`config.mk`:
```
export PLATFORM = sky130hd
export DESIGN_NAME = fetch_sequencer_flat
export DESIGN_NICKNAME = d
export VERILOG_FILES = /design/src/rtl/fetch_sequencer_if.sv /design/src/rtl/fetch_sequencer.sv /design/src/flat_wrapper.sv
export SDC_FILE = /design/constraint.sdc
export NUM_CORES = 1
export LEC_CHECK = 0
export CAP_MARGIN = 0
export CORE_MARGIN = 10
export CORE_UTILIZATION = 42
export DETAILED_ROUTE_END_ITERATION = 8
export PLACE_DENSITY = 0.77
export SLEW_MARGIN = 20
export SYNTH_ARGS = -nofsm -noshare
export SYNTH_HDL_FRONTEND = slang
export SYNTH_SLANG_ARGS = --single-unit
```
`constraint.sdc`:
```
create_clock -name clk -period 6.53 [get_ports clk]
set_input_delay 1.306 -clock clk [delete_from_list [all_inputs] [get_ports clk]]
set_output_delay 1.306 -clock clk [all_outputs]
set_load 0.01 [all_outputs]
```
`src/rtl/fetch_sequencer_if.sv`:
```
// Signal bundle between the fetch sequencer, instruction memory and decode.
// The master modport is the sequencer side; slave is the memory/decode environment.
interface fetch_sequencer_if;
  logic        stall;
  logic        br_taken;
  logic [31:0] br_steps;
  logic        jmp;
  logic [25:0] jmp_index;
  logic [31:0] redir_base;
  logic        imem_req;
  logic [31:0] imem_addr;
  logic        imem_ack;
  logic [31:0] imem_rdata;
  logic        instr_valid;
  logic        instr_ready;
  logic [31:0] instr;
  logic [31:0] instr_pc;
  logic [31:0] pc;
  logic [31:0] fetch_count;

  modport master (
    input  stall, br_taken, br_steps, jmp, jmp_index, redir_base,
    input  imem_ack, imem_rdata, instr_ready,
    output imem_req, imem_addr, instr_valid, instr, instr_pc, pc, fetch_count
  );

  modport slave (
    output stall, br_taken, br_steps, jmp, jmp_index, redir_base,
    output imem_ack, imem_rdata, instr_ready,
    input  imem_req, imem_addr, instr_valid, instr, instr_pc, pc, fetch_count
  );
endinterface

```
`src/rtl/fetch_sequencer.sv`:
```
// Single-outstanding instruction fetch sequencer with branch/jump redirect.
// Every output is a register; the next-state process computes all of them.
module fetch_sequencer #(
  parameter logic [31:0] RESET_VECTOR = 32'h0000_0000
) (
  input logic             clk,
  input logic             reset,
  fetch_sequencer_if.master bus
);

  typedef enum logic [1:0] {IDLE, FETCH, HOLD, DRAIN} state_t;

  localparam logic [31:0] RESET_PC = {RESET_VECTOR[31:2], 2'b00};

  state_t      r_state, w_state_nxt;
  logic [31:0] r_pc, w_pc_nxt;
  logic        r_imem_req, w_imem_req_nxt;
  logic [31:0] r_imem_addr, w_imem_addr_nxt;
  logic        r_instr_valid, w_instr_valid_nxt;
  logic [31:0] r_instr, w_instr_nxt;
  logic [31:0] r_instr_pc, w_instr_pc_nxt;
  logic [31:0] r_fetch_count, w_fetch_count_nxt;

  logic        w_redirect;
  logic [31:0] w_jmp_target;
  logic [31:0] w_br_target;
  logic [31:0] w_target;

  // Jump wins when both redirects arrive together.
  assign w_redirect   = bus.jmp | bus.br_taken;
  assign w_jmp_target = {bus.redir_base[31:28], bus.jmp_index, 2'b00};
  assign w_br_target  = {bus.redir_base[31:2], 2'b00} + {bus.br_steps[29:0], 2'b00};
  assign w_target     = bus.jmp ? w_jmp_target : w_br_target;

  always_comb begin
    // NOTE: every next-value defaults to "hold" before the case, so no path
    // through the case can leave a signal unassigned and infer a latch.
    w_state_nxt       = r_state;
    w_pc_nxt          = r_pc;
    w_imem_req_nxt    = r_imem_req;
    w_imem_addr_nxt   = r_imem_addr;
    w_instr_valid_nxt = r_instr_valid;
    w_instr_nxt       = r_instr;
    w_instr_pc_nxt    = r_instr_pc;
    w_fetch_count_nxt = r_fetch_count;

    unique case (r_state)
      IDLE: begin
        if (w_redirect) begin
          w_pc_nxt = w_target;
        end else if (!bus.stall) begin
          w_state_nxt     = FETCH;
          w_imem_req_nxt  = 1'b1;
          w_imem_addr_nxt = r_pc;
        end
      end
      FETCH: begin
        if (bus.imem_ack && w_redirect) begin
          w_pc_nxt       = w_target;
          w_imem_req_nxt = 1'b0;
          w_state_nxt    = IDLE;
        end else if (bus.imem_ack) begin
          w_instr_nxt       = bus.imem_rdata;
          w_instr_pc_nxt    = r_imem_addr;
          w_instr_valid_nxt = 1'b1;
          w_pc_nxt          = r_imem_addr + 32'd4;
          w_imem_req_nxt    = 1'b0;
          w_state_nxt       = HOLD;
        end else if (w_redirect) begin
          // Request stays on the bus; its response is dropped in DRAIN.
          w_pc_nxt    = w_target;
          w_state_nxt = DRAIN;
        end
      end
      HOLD: begin
        if (w_redirect) begin
          w_instr_valid_nxt = 1'b0;
          w_pc_nxt          = w_target;
          w_state_nxt       = IDLE;
        end else if (bus.instr_ready) begin
          w_instr_valid_nxt = 1'b0;
          w_fetch_count_nxt = r_fetch_count + 32'd1;
          w_state_nxt       = IDLE;
        end
      end
      DRAIN: begin
        if (w_redirect) w_pc_nxt = w_target;
        if (bus.imem_ack) begin
          w_imem_req_nxt = 1'b0;
          w_state_nxt    = IDLE;
        end
      end
      default: w_state_nxt = IDLE;
    endcase
  end

  always_ff @(posedge clk) begin
    // NOTE: state registers use non-blocking assignments so every register
    // samples pre-edge values regardless of statement order.
    if (!reset) begin
      r_state       <= IDLE;
      r_pc          <= RESET_PC;
      r_imem_req    <= 1'b0;
      r_imem_addr   <= '0;
      r_instr_valid <= 1'b0;
      r_instr       <= '0;
      r_instr_pc    <= '0;
      r_fetch_count <= '0;
    end else begin
      r_state       <= w_state_nxt;
      r_pc          <= w_pc_nxt;
      r_imem_req    <= w_imem_req_nxt;
      r_imem_addr   <= w_imem_addr_nxt;
      r_instr_valid <= w_instr_valid_nxt;
      r_instr       <= w_instr_nxt;
      r_instr_pc    <= w_instr_pc_nxt;
      r_fetch_count <= w_fetch_count_nxt;
    end
  end

  assign bus.imem_req    = r_imem_req;
  assign bus.imem_addr   = r_imem_addr;
  assign bus.instr_valid = r_instr_valid;
  assign bus.instr       = r_instr;
  assign bus.instr_pc    = r_instr_pc;
  assign bus.pc          = r_pc;
  assign bus.fetch_count = r_fetch_count;

endmodule

```
`src/flat_wrapper.sv`:
```
// flat-port wrapper written by rule: the top's interface ports become plain ports
module fetch_sequencer_flat 
#(
  parameter logic [31:0] RESET_VECTOR = 32'h0000_0000
)
  (clk, reset, bus_stall, bus_br_taken, bus_br_steps, bus_jmp, bus_jmp_index, bus_redir_base, bus_imem_ack, bus_imem_rdata, bus_instr_ready, bus_imem_req, bus_imem_addr, bus_instr_valid, bus_instr, bus_instr_pc, bus_pc, bus_fetch_count);
  fetch_sequencer_if bus_i ();
  input logic clk;
  input logic reset;
  input wire logic [$bits(bus_i.stall)-1:0] bus_stall;
  input wire logic [$bits(bus_i.br_taken)-1:0] bus_br_taken;
  input wire logic [$bits(bus_i.br_steps)-1:0] bus_br_steps;
  input wire logic [$bits(bus_i.jmp)-1:0] bus_jmp;
  input wire logic [$bits(bus_i.jmp_index)-1:0] bus_jmp_index;
  input wire logic [$bits(bus_i.redir_base)-1:0] bus_redir_base;
  input wire logic [$bits(bus_i.imem_ack)-1:0] bus_imem_ack;
  input wire logic [$bits(bus_i.imem_rdata)-1:0] bus_imem_rdata;
  input wire logic [$bits(bus_i.instr_ready)-1:0] bus_instr_ready;
  output wire logic [$bits(bus_i.imem_req)-1:0] bus_imem_req;
  output wire logic [$bits(bus_i.imem_addr)-1:0] bus_imem_addr;
  output wire logic [$bits(bus_i.instr_valid)-1:0] bus_instr_valid;
  output wire logic [$bits(bus_i.instr)-1:0] bus_instr;
  output wire logic [$bits(bus_i.instr_pc)-1:0] bus_instr_pc;
  output wire logic [$bits(bus_i.pc)-1:0] bus_pc;
  output wire logic [$bits(bus_i.fetch_count)-1:0] bus_fetch_count;
  assign bus_i.stall = bus_stall;
  assign bus_i.br_taken = bus_br_taken;
  assign bus_i.br_steps = bus_br_steps;
  assign bus_i.jmp = bus_jmp;
  assign bus_i.jmp_index = bus_jmp_index;
  assign bus_i.redir_base = bus_redir_base;
  assign bus_i.imem_ack = bus_imem_ack;
  assign bus_i.imem_rdata = bus_imem_rdata;
  assign bus_i.instr_ready = bus_instr_ready;
  assign bus_imem_req = bus_i.imem_req;
  assign bus_imem_addr = bus_i.imem_addr;
  assign bus_instr_valid = bus_i.instr_valid;
  assign bus_instr = bus_i.instr;
  assign bus_instr_pc = bus_i.instr_pc;
  assign bus_pc = bus_i.pc;
  assign bus_fetch_count = bus_i.fetch_count;
  fetch_sequencer #(.RESET_VECTOR(RESET_VECTOR)) u_core (.clk(clk), .reset(reset), .bus(bus_i));
endmodule
```
* Yosys cells after proc, flatten, opt, wreduce, memory -nomap -nowiden
Index checks and enable logic that the tools add are counted.
Storage, ports and cells: flip-flop bits (word level) 164, latch bits 0, memory bits (writable) 0, ROM bits 0, input bits 129, output and inout port bits 162, logic and storage cells 60, memories kept 0
Operators by class: $add $sub $neg 3, multiply operators 0, divide/modulo/power cells 0, order comparisons 0, equal/unequal tests 10, shifts and indexed selects 0, mux-type cells 24, bitwise gates (word level) 4, reductions and logical operators 11
Operator list (count):
- 32-bit two-way mux | 4
- 32-bit case mux with 2 select lines | 1
- 32-bit by 1-bit adder with 32-bit output, second input constant | 1
- 32-bit by 3-bit adder with 32-bit output, second input constant | 1
- 32-bit adder | 1
- 2-bit two-way mux | 8
- 3-bit AND reduction | 4
- 2-bit != test, second input constant | 5
- 1-bit two-way mux | 8
- 2-bit case mux with 4 select lines | 1
- 5-bit AND reduction | 1
- 2-bit == test, second input constant | 2
- 4-bit by 2-bit != test with 1-bit output, second input constant | 1
- 4-bit AND reduction | 1
- 3-bit by 2-bit != test with 1-bit output, second input constant | 1
- 1-bit NOT | 3
- 1-bit case mux with 3 select lines | 1
- 3-bit nonzero test | 1
- 3-bit OR reduction | 1
- 2-bit by 1-bit == test with 1-bit output, second input constant | 1
- 2-bit logical NOT | 1
- 1-bit case mux with 2 select lines | 1
- 2-bit nonzero test | 1
- 1-bit logical AND | 1
- 1-bit OR | 1

* Longest topological paths before layout
Gate-level depths: netlist (run 1).
depth in word-level cells 6, depth in mapped cells 10, mapped depth without buffers 10

* Worst setup path before layout (run 1)
OpenSTA, ideal clock, no wires.
path type input port to flip-flop, from in bus_redir_base[2], to reg u_core.r_pc[30] (netlist: u_core.bus.pc[30]), setup time 0.119 ns, arrival 3.357 ns, data required time 6.411 ns, path slack 3.054 ns, cell stages on the path 10, path buffers 0, cell sequence ha_1 -> fa_1 -> a21o_1 -> a21oi_1 -> o21ai_1 -> a311oi_1 -> a211oi_2 -> a211oi_1 -> o22ai_1 -> nand2b_1
Between the ends: word-level cells in the longest chain between the ends 6
RTL lines:
- start, declared | line flat_wrapper.sv:15 | input wire logic [$bits(bus_i.redir_base)-1:0] bus_redir_base;
- 32-bit adder (*) | line fetch_sequencer.sv:32 | assign w_br_target = {bus.redir_base[31:2], 2'b00} + {bus.br_steps[29:0], 2'b00};
- 32-bit two-way mux (*) | line fetch_sequencer.sv:33 | assign w_target = bus.jmp ? w_jmp_target : w_br_target;
- 32-bit two-way mux
- 32-bit two-way mux | line fetch_sequencer.sv:62 | end else if (bus.imem_ack) begin
- 32-bit two-way mux | line fetch_sequencer.sv:58 | if (bus.imem_ack && w_redirect) begin
- 32-bit case mux with 2 select lines (*) | line fetch_sequencer.sv:47 | unique case (r_state)
- end signal, assigned | line fetch_sequencer.sv:111 | r_pc <= w_pc_nxt;
- end, declared | line fetch_sequencer.sv:16 | logic [31:0] r_pc, w_pc_nxt;
Every way passes the cells marked *; elsewhere a longest branch is shown, timed or not. A chain may end at the register's enable or synchronous reset.

* Worst setup path in the final report (run 1)
from in bus_redir_base[2], to reg u_core.r_pc[28] (netlist: u_core.bus.pc[28])
The elaborated chain is that of the path after synthesis.

==> impl_metrics.py, run 1 <==
metrics = {
    "run": {
        "maxCapViolCount": 0,
    },
    "sta": {
        "post-route-min-period_ps": 3830,
        "fin_skew_ps": 8.22,
        "rsz0062_at_grt": "false",
        "drv_slew": 0,
        "hold_viol": 0,
        "hold_slack_ps": 453,
        "finalSetupViolCount": 0,
        "tightest_slew_ps": 870,
        "fin_tns_setup_ps": 0,
        "post-route-period-util": 0.586,
        "fmax_mhz": 261,
        "slew_headroom": 0.418,
    },
    "worst_setup_path": {
        "required_ps": 6810,
        "path_class": "input pin to flip-flop",
        "r2r_start": "u_core.bus.imem_addr[2]",
        "crit_arrival_ps": 4110,
        "cp-end-kind": "flip-flop",
        "crit_path_start_kind": "input pin",
        "r2r_end": "u_core.bus.pc[30]",
        "r2r_setup_slack_ps": 3840,
        "crit_fanout": 5,
        "reg2regPathDepth": 9,
    },
    "clock_tree": {
        "cts-resized-gates": 0,
        "ctsHoldBuffers": 0,
        "htree_levels": 4,
        "post_cts_buffers": 0,
        "clkTransAtPathRegs_ps": 70,
        "insertion_delay_ps": 430,
        "numCtsBuffers": 17,
        "clockBufferDepth": 2,
        "cts.sinks": 164,
        "cts_tree": "yes",
        "cts_root_buf": "clkbuf_16",
    },
    "logic_synthesis": {
        "synth-adder-area-share": 0.0489,
        "synthFlopType": "dfxtp_1",
        "syn_area_mm2": 0.00834,
        "syn-num-nets": 1195,
        "syn_inst": 1034,
        "yosysSeqAreaShare": 0.394,
        "ys_async_sr_fraction": 0,
        "avgSynthCellArea_um2": 8.06,
        "synth_top_area_cell": "dfxtp_1",
        "synth.area.mux_share": 0.00375,
        "ys_top_cells_by_area": "dfxtp_1, nand2_1, a21oi_1",
        "yosysWarnings": 0,
        "synthXorXnorAreaFrac": 0.0799,
        "synth_top_family_by_area": "simple AND/OR/NAND/NOR gates",
        "synth_most_common_cell": "nand2_1",
        "synth_cell_types": 69,
        "synthSimpleGateAreaFrac": 0.234,
        "yosysTopAreaCellShare": 0.394,
        "synth_common_cells": "nand2_1, dfxtp_1, a21oi_1",
        "synth-compound-area-share": 0.204,
        "synth_edf_count": 0,
        "ys_ff_latch": 164,
    },
    "route": {
        "dr.pass1.iters": 9,
        "route.detailed.drc": 0,
        "ant_nets": 0,
        "drt_iter0_markers": 684,
        "wl_per_cell_um": 18.4,
        "vias": 8518,
        "routed_via_density": 5.43,
        "wl_um": 28900,
    },
    "power_and_ir_drop": {
        "power.leakage_nw": 4.30,
        "power.density_mw_per_mm2": 206,
        "ir_drop_uv": 118,
    },
    "min_path": {
        "min_from": "u_core.bus.instr[13]",
        "min_path_type": "flip-flop to flip-flop",
        "hold_path_depth": 2,
        "whs_endpoint": "u_core.bus.instr[13]",
    },
    "global_routing": {
        "top_usage_layer": "met2",
        "antenna_found_initial": 1,
        "grt_max_degree": 86,
        "met3_usage": 0.0629,
        "grt_pass1_vias": 8049,
        "grt_pass1_wl_um": 44300,
        "overflow": 0,
        "gr-usage-met2": 0.336,
        "grt_usage": 0.210,
        "grt_use_met1": 0.259,
    },
    "layout": {
        "areaGrowthSynthToFinish_pct": 44.1,
        "utilization": 0.617,
        "regArea_mm2": 0.00328,
        "multi_input_area_mm2": 0.00478,
        "drive_above_1_share": 0.0507,
        "nets": 1450,
        "fin_area_mm2": 0.0120,
        "filler_cell_count": 1729,
    },
    "floorplan": {
        "rows": 51,
        "fp.dieH_um": 161,
        "io_pins": 291,
        "die_w_um": 161,
        "start_util": 0.428,
        "die_area_mm2": 0.0259,
        "core-area_mm2": 0.0195,
    },
    "placed_design": {
        "placedInstanceArea_mm2": 0.0114,
        "hpwlAfterDp_um": 21400,
        "place_congestion": 0.937,
        "io_buffer_count": 286,
    },
    "outcome": {
        "status": "finished clean",
    },
}
state kept, by name, indices dropped and copies added, names as in the netlist:
signal,count
u_core.bus.imem_addr,32
u_core.bus.fetch_count,32
u_core.r_state,2
u_core.bus.instr_pc,32
u_core.bus.instr_valid,1
u_core.bus.instr,32
u_core.bus.imem_req,1
u_core.bus.pc,32
metrics by stage:
| stage | worst slack (ps) | power, mW | cells |
|---|---|---|---|
| after global routing | 2510 | 2.58 | 1568 |
| after detailed placement | 2290 | 1.45 | 1535 |
| after CTS | 2740 | 2.49 | 1567 |
| final | 2700 | 2.48 | 1568 |
| after floorplan | 3050 | 1.26 | 1034 |
| after global placement | 2350 | 1.44 | 1535 |
report_power, final:
group / internal [mW] / switching (mW) / total (mW)
combinational: 0.194 / 0.189 / 0.383
clock: 0.611 / 0.438 / 1.05
sequential: 1.02 / 0.0226 / 1.04
placed cells by master (no fill, tap or decap), types with 4 or more instances in the layout:
cell	count
clkbuf_16	17
o21ai_0	19
o21a_1	9
nand2_1	240
dfxtp_1	164
a21o_1	16
inv_6	5
and3_1	15
a31oi_1	6
o211ai_1	4
a21oi_1	138
clkdlybuf4s50_1	286
nand2b_1	6
xor2_1	33
a22oi_1	6
nor3_1	9
a222oi_1	23
nor2_1	48
o22ai_1	10
clkinvlp_4	4
inv_1	15
buf_4	10
nand3_1	25
and4_1	9
xnor2_1	43
nand4_1	14
ha_1	31
and2_1	17
cell type report:
cell class / instances / area share
clock buffers: 17 / 0.0354
multi-input cells: 794 / 0.398
well taps: 265 / 0.0276
flip-flops and latches: 164 / 0.273
repair buffers: 296 / 0.245
clock inverters: 15 / 0.0160
diodes: 1 / 0.000208
inverters: 16 / 0.00521
kinds of logic (layout without fill, tap and decap cells):
| family | count (synthesis) | in the layout |
|---|---|---|
| and+or+nand+nor | 416 | 416 |
| AOI/OAI and AO/OA | 267 | 267 |
| DFF | 164 | 164 |
| xor gates and xnor gates | 76 | 76 |
| buffers and inverters | 76 | 344 |
| adders and majority gates | 32 | 32 |
| muxes | 3 | 3 |
| other | 0 | 1 |
metal layers:
layer,vias to the layer above,wire [um]
met5,-,0
met4,0,800
met3,46,2340
met2,360,13400
met1,3953,12300
li1,4159,-
critical path, cell delays in order:
cell and delay, ps:
clkdlybuf4s50_1 400, ha_1 250, fa_1 410, a21o_1 200, a21oi_1 280, o21ai_1 200, a31o_2 260, a21oi_1 280
o211ai_1 180, o2111ai_1 210, o221ai_1 130
worst max-delay path by stage:
stage | from | end | slack [ps] | cells after the start
global route | bus_br_steps[0] | u_core.bus.pc[28] | 2510 | 11
floorplan | bus_redir_base[2] | u_core.bus.pc[30] | 3050 | 10
finish | bus_redir_base[2] | u_core.bus.pc[28] | 2700 | 11
detailed placement | bus_redir_base[2] | u_core.bus.pc[28] | 2290 | 11
CTS | bus_redir_base[2] | u_core.bus.pc[28] | 2740 | 11
global placement | bus_redir_base[2] | u_core.bus.pc[28] | 2350 | 11
No activity file was read; power rests on OpenSTA's default activity.
==> inputs of run 2 (changes only) <==
--- a/config.mk
+++ b/config.mk
@@ -7,9 +7,9 @@
 export LEC_CHECK = 0
 export CAP_MARGIN = 0
 export CORE_MARGIN = 10
-export CORE_UTILIZATION = 42
+export CORE_UTILIZATION = 41
 export DETAILED_ROUTE_END_ITERATION = 8
-export PLACE_DENSITY = 0.77
+export PLACE_DENSITY = 0.79
 export SLEW_MARGIN = 20
 export SYNTH_ARGS = -nofsm -noshare
 export SYNTH_HDL_FRONTEND = slang
==> constraint.sdc (replaced) <==
create_clock -name clk -period 3.3 [get_ports clk]
set_input_delay 0.66 -clock clk [delete_from_list [all_inputs] [get_ports clk]]
set_output_delay 0.66 -clock clk [all_outputs]
set_load 0.01 [all_outputs]
==> impl_metrics.py, run 2 (same netlist as run 1, synthesis figures left out) <==
metrics = {
    "floorplan": {
        "rows": 52,
        "start_util": 0.415,
        "io_pins": 291,
        "fp.dieH_um": 163,
        "die_area_mm2": 0.0264,
        "core-area_mm2": 0.0201,
        "die_w_um": 163,
    },
    "sta": {
        "post-route-period-util": 0.915,
        "post-route-min-period_ps": 3020,
        "slew_headroom": 0.257,
        "tightest_slew_ps": 1110,
        "worst_slack_ps": 279,
        "hold_viol": 0,
        "rsz0062_at_grt": "false",
        "fmax_mhz": 331,
        "finalSetupViolCount": 0,
        "drv_slew": 0,
        "fin_skew_ps": 10.9,
    },
    "worst_setup_path": {
        "crit_fanout": 5,
        "reg2regPathDepth": 9,
        "crit_path_start_kind": "input pin",
        "path_class": "input pin to flip-flop",
        "cp-end-kind": "flip-flop",
        "crit_arrival_ps": 3340,
        "required_ps": 3620,
        "r2r_end": "u_core.bus.pc[30]",
        "r2r_setup_slack_ps": 720,
        "r2r_start": "u_core.bus.imem_addr[2]",
    },
    "route": {
        "dr.pass1.iters": 8,
        "drt_iter0_markers": 777,
        "route.detailed.drc": 0,
        "ant_nets": 0,
        "wl_per_cell_um": 18.3,
        "routed_via_density": 5.41,
        "vias": 8616,
        "wl_um": 29200,
    },
    "clock_tree": {
        "cts.sinks": 164,
        "numCtsBuffers": 17,
        "insertion_delay_ps": 430,
        "cts_tree": "yes",
        "clkTransAtPathRegs_ps": 60,
        "clockBufferDepth": 2,
        "cts-resized-gates": 0,
        "htree_levels": 4,
        "ctsHoldBuffers": 0,
        "post_cts_buffers": 0,
        "cts_root_buf": "clkbuf_16",
    },
    "min_path": {
        "whs_endpoint": "u_core.bus.instr[9]",
        "min_from": "u_core.bus.instr[9]",
        "hold_path_depth": 2,
        "min_path_type": "flip-flop to flip-flop",
    },
    "global_routing": {
        "grt_pass1_wl_um": 45100,
        "grt_max_degree": 141,
        "grt_pass1_vias": 8237,
        "overflow": 0,
        "antenna_found_initial": 2,
        "grt_usage": 0.211,
    },
    "layout": {
        "areaGrowthSynthToFinish_pct": 46.9,
        "nets": 1470,
        "utilization": 0.609,
        "filler_cell_count": 1737,
        "layout_common_cells": "clkdlybuf4s50_1, nand2_1, dfxtp_1, a21oi_1, nor2_1",
        "final_common_cell": "clkdlybuf4s50_1",
        "drive_above_1_share": 0.0651,
    },
    "placed_design": {
        "io_buffer_count": 286,
        "place_congestion": 0.907,
        "dp_slack_ps": -140,
        "hpwlAfterDp_um": 22000,
    },
    "outcome": {
        "status": "finished clean",
    },
    "power_and_ir_drop": {
        "ir_drop_uv": 272,
        "power.leakage_nw": 4.42,
        "p_total_mw": 5.02,
        "power.density_mw_per_mm2": 410,
    },
    "run": {
        "maxCapViolCount": 0,
    },
}
## run 2: cell type report
| class | count | area [um2] | share of cell area |
|---|---|---|---|
| antenna | 2 | 5.00 | 0.000409 |
| clock buffer | 17 | 425 | 0.0347 |
| clock inverter | 15 | 216 | 0.0177 |
| inverter | 16 | 62.6 | 0.00511 |
| multi-input combinational | 794 | 4780 | 0.390 |
| sequential | 164 | 3280 | 0.268 |
| tap | 270 | 338 | 0.0276 |
| timing repair buffer | 316 | 3140 | 0.256 |
## run 2: layer usage
| layer | global-route usage | vias to the layer above | share of wire | wire (um) |
|---|---|---|---|---|
| met4 | 0.0725 | 0 | 0.023 | 665 |
| li1 | - | 4205 | - | - |
| met5 | 0 | - | 0 | 0 |
| met2 | 0.353 | 396 | 0.48 | 13900 |
| met1 | 0.256 | 3975 | 0.42 | 12200 |
| met3 | 0.0561 | 40 | 0.083 | 2420 |
## run 2: worst max-delay path by stage
stage                            startpoint                end  slack, ps  cells after the start
after floorplan           bus_redir_base[2]  u_core.bus.pc[30]        470                     10
after global placement    bus_redir_base[2]  u_core.bus.pc[30]       -100                     11
after detailed placement  bus_redir_base[2]  u_core.bus.pc[30]       -140                     11
after CTS                 bus_redir_base[2]  u_core.bus.pc[30]        300                     11
after global routing      bus_redir_base[2]  u_core.bus.pc[30]        120                     11
final                     bus_redir_base[2]  u_core.bus.pc[30]        280                     11
## run 2: power breakdown
group	internal (mW)	switching (mW)	total, mW
Clock	1.29	0.885	2.17
Sequential	2.02	0.0448	2.07
Combinational	0.404	0.378	0.782
Total	3.71	1.31	5.02
## run 2: worst max-delay path, cell delays in order
cell and delay, ps:
clkdlybuf4s50_1 400, ha_1 240, fa_1 410, a21o_1 190
a21oi_1 210, o21ai_1 170, a311oi_1 350, a211oi_2 130
a211oi_1 310, o22ai_1 130, nand2b_1 150
## run 2: through the flow
step           instance area [um2]  instances  hold slack [ps]  setup TNS, ps
5_1_grt                      12200       1594              465              0
6_report                     12200       1594              451              0
3_3_place_gp                 11600       1560              441           -290
3_5_place_dp                 11600       1560              446           -472
2_1_floorplan                 8340       1034              481              0
4_1_cts                      12200       1592              455              0
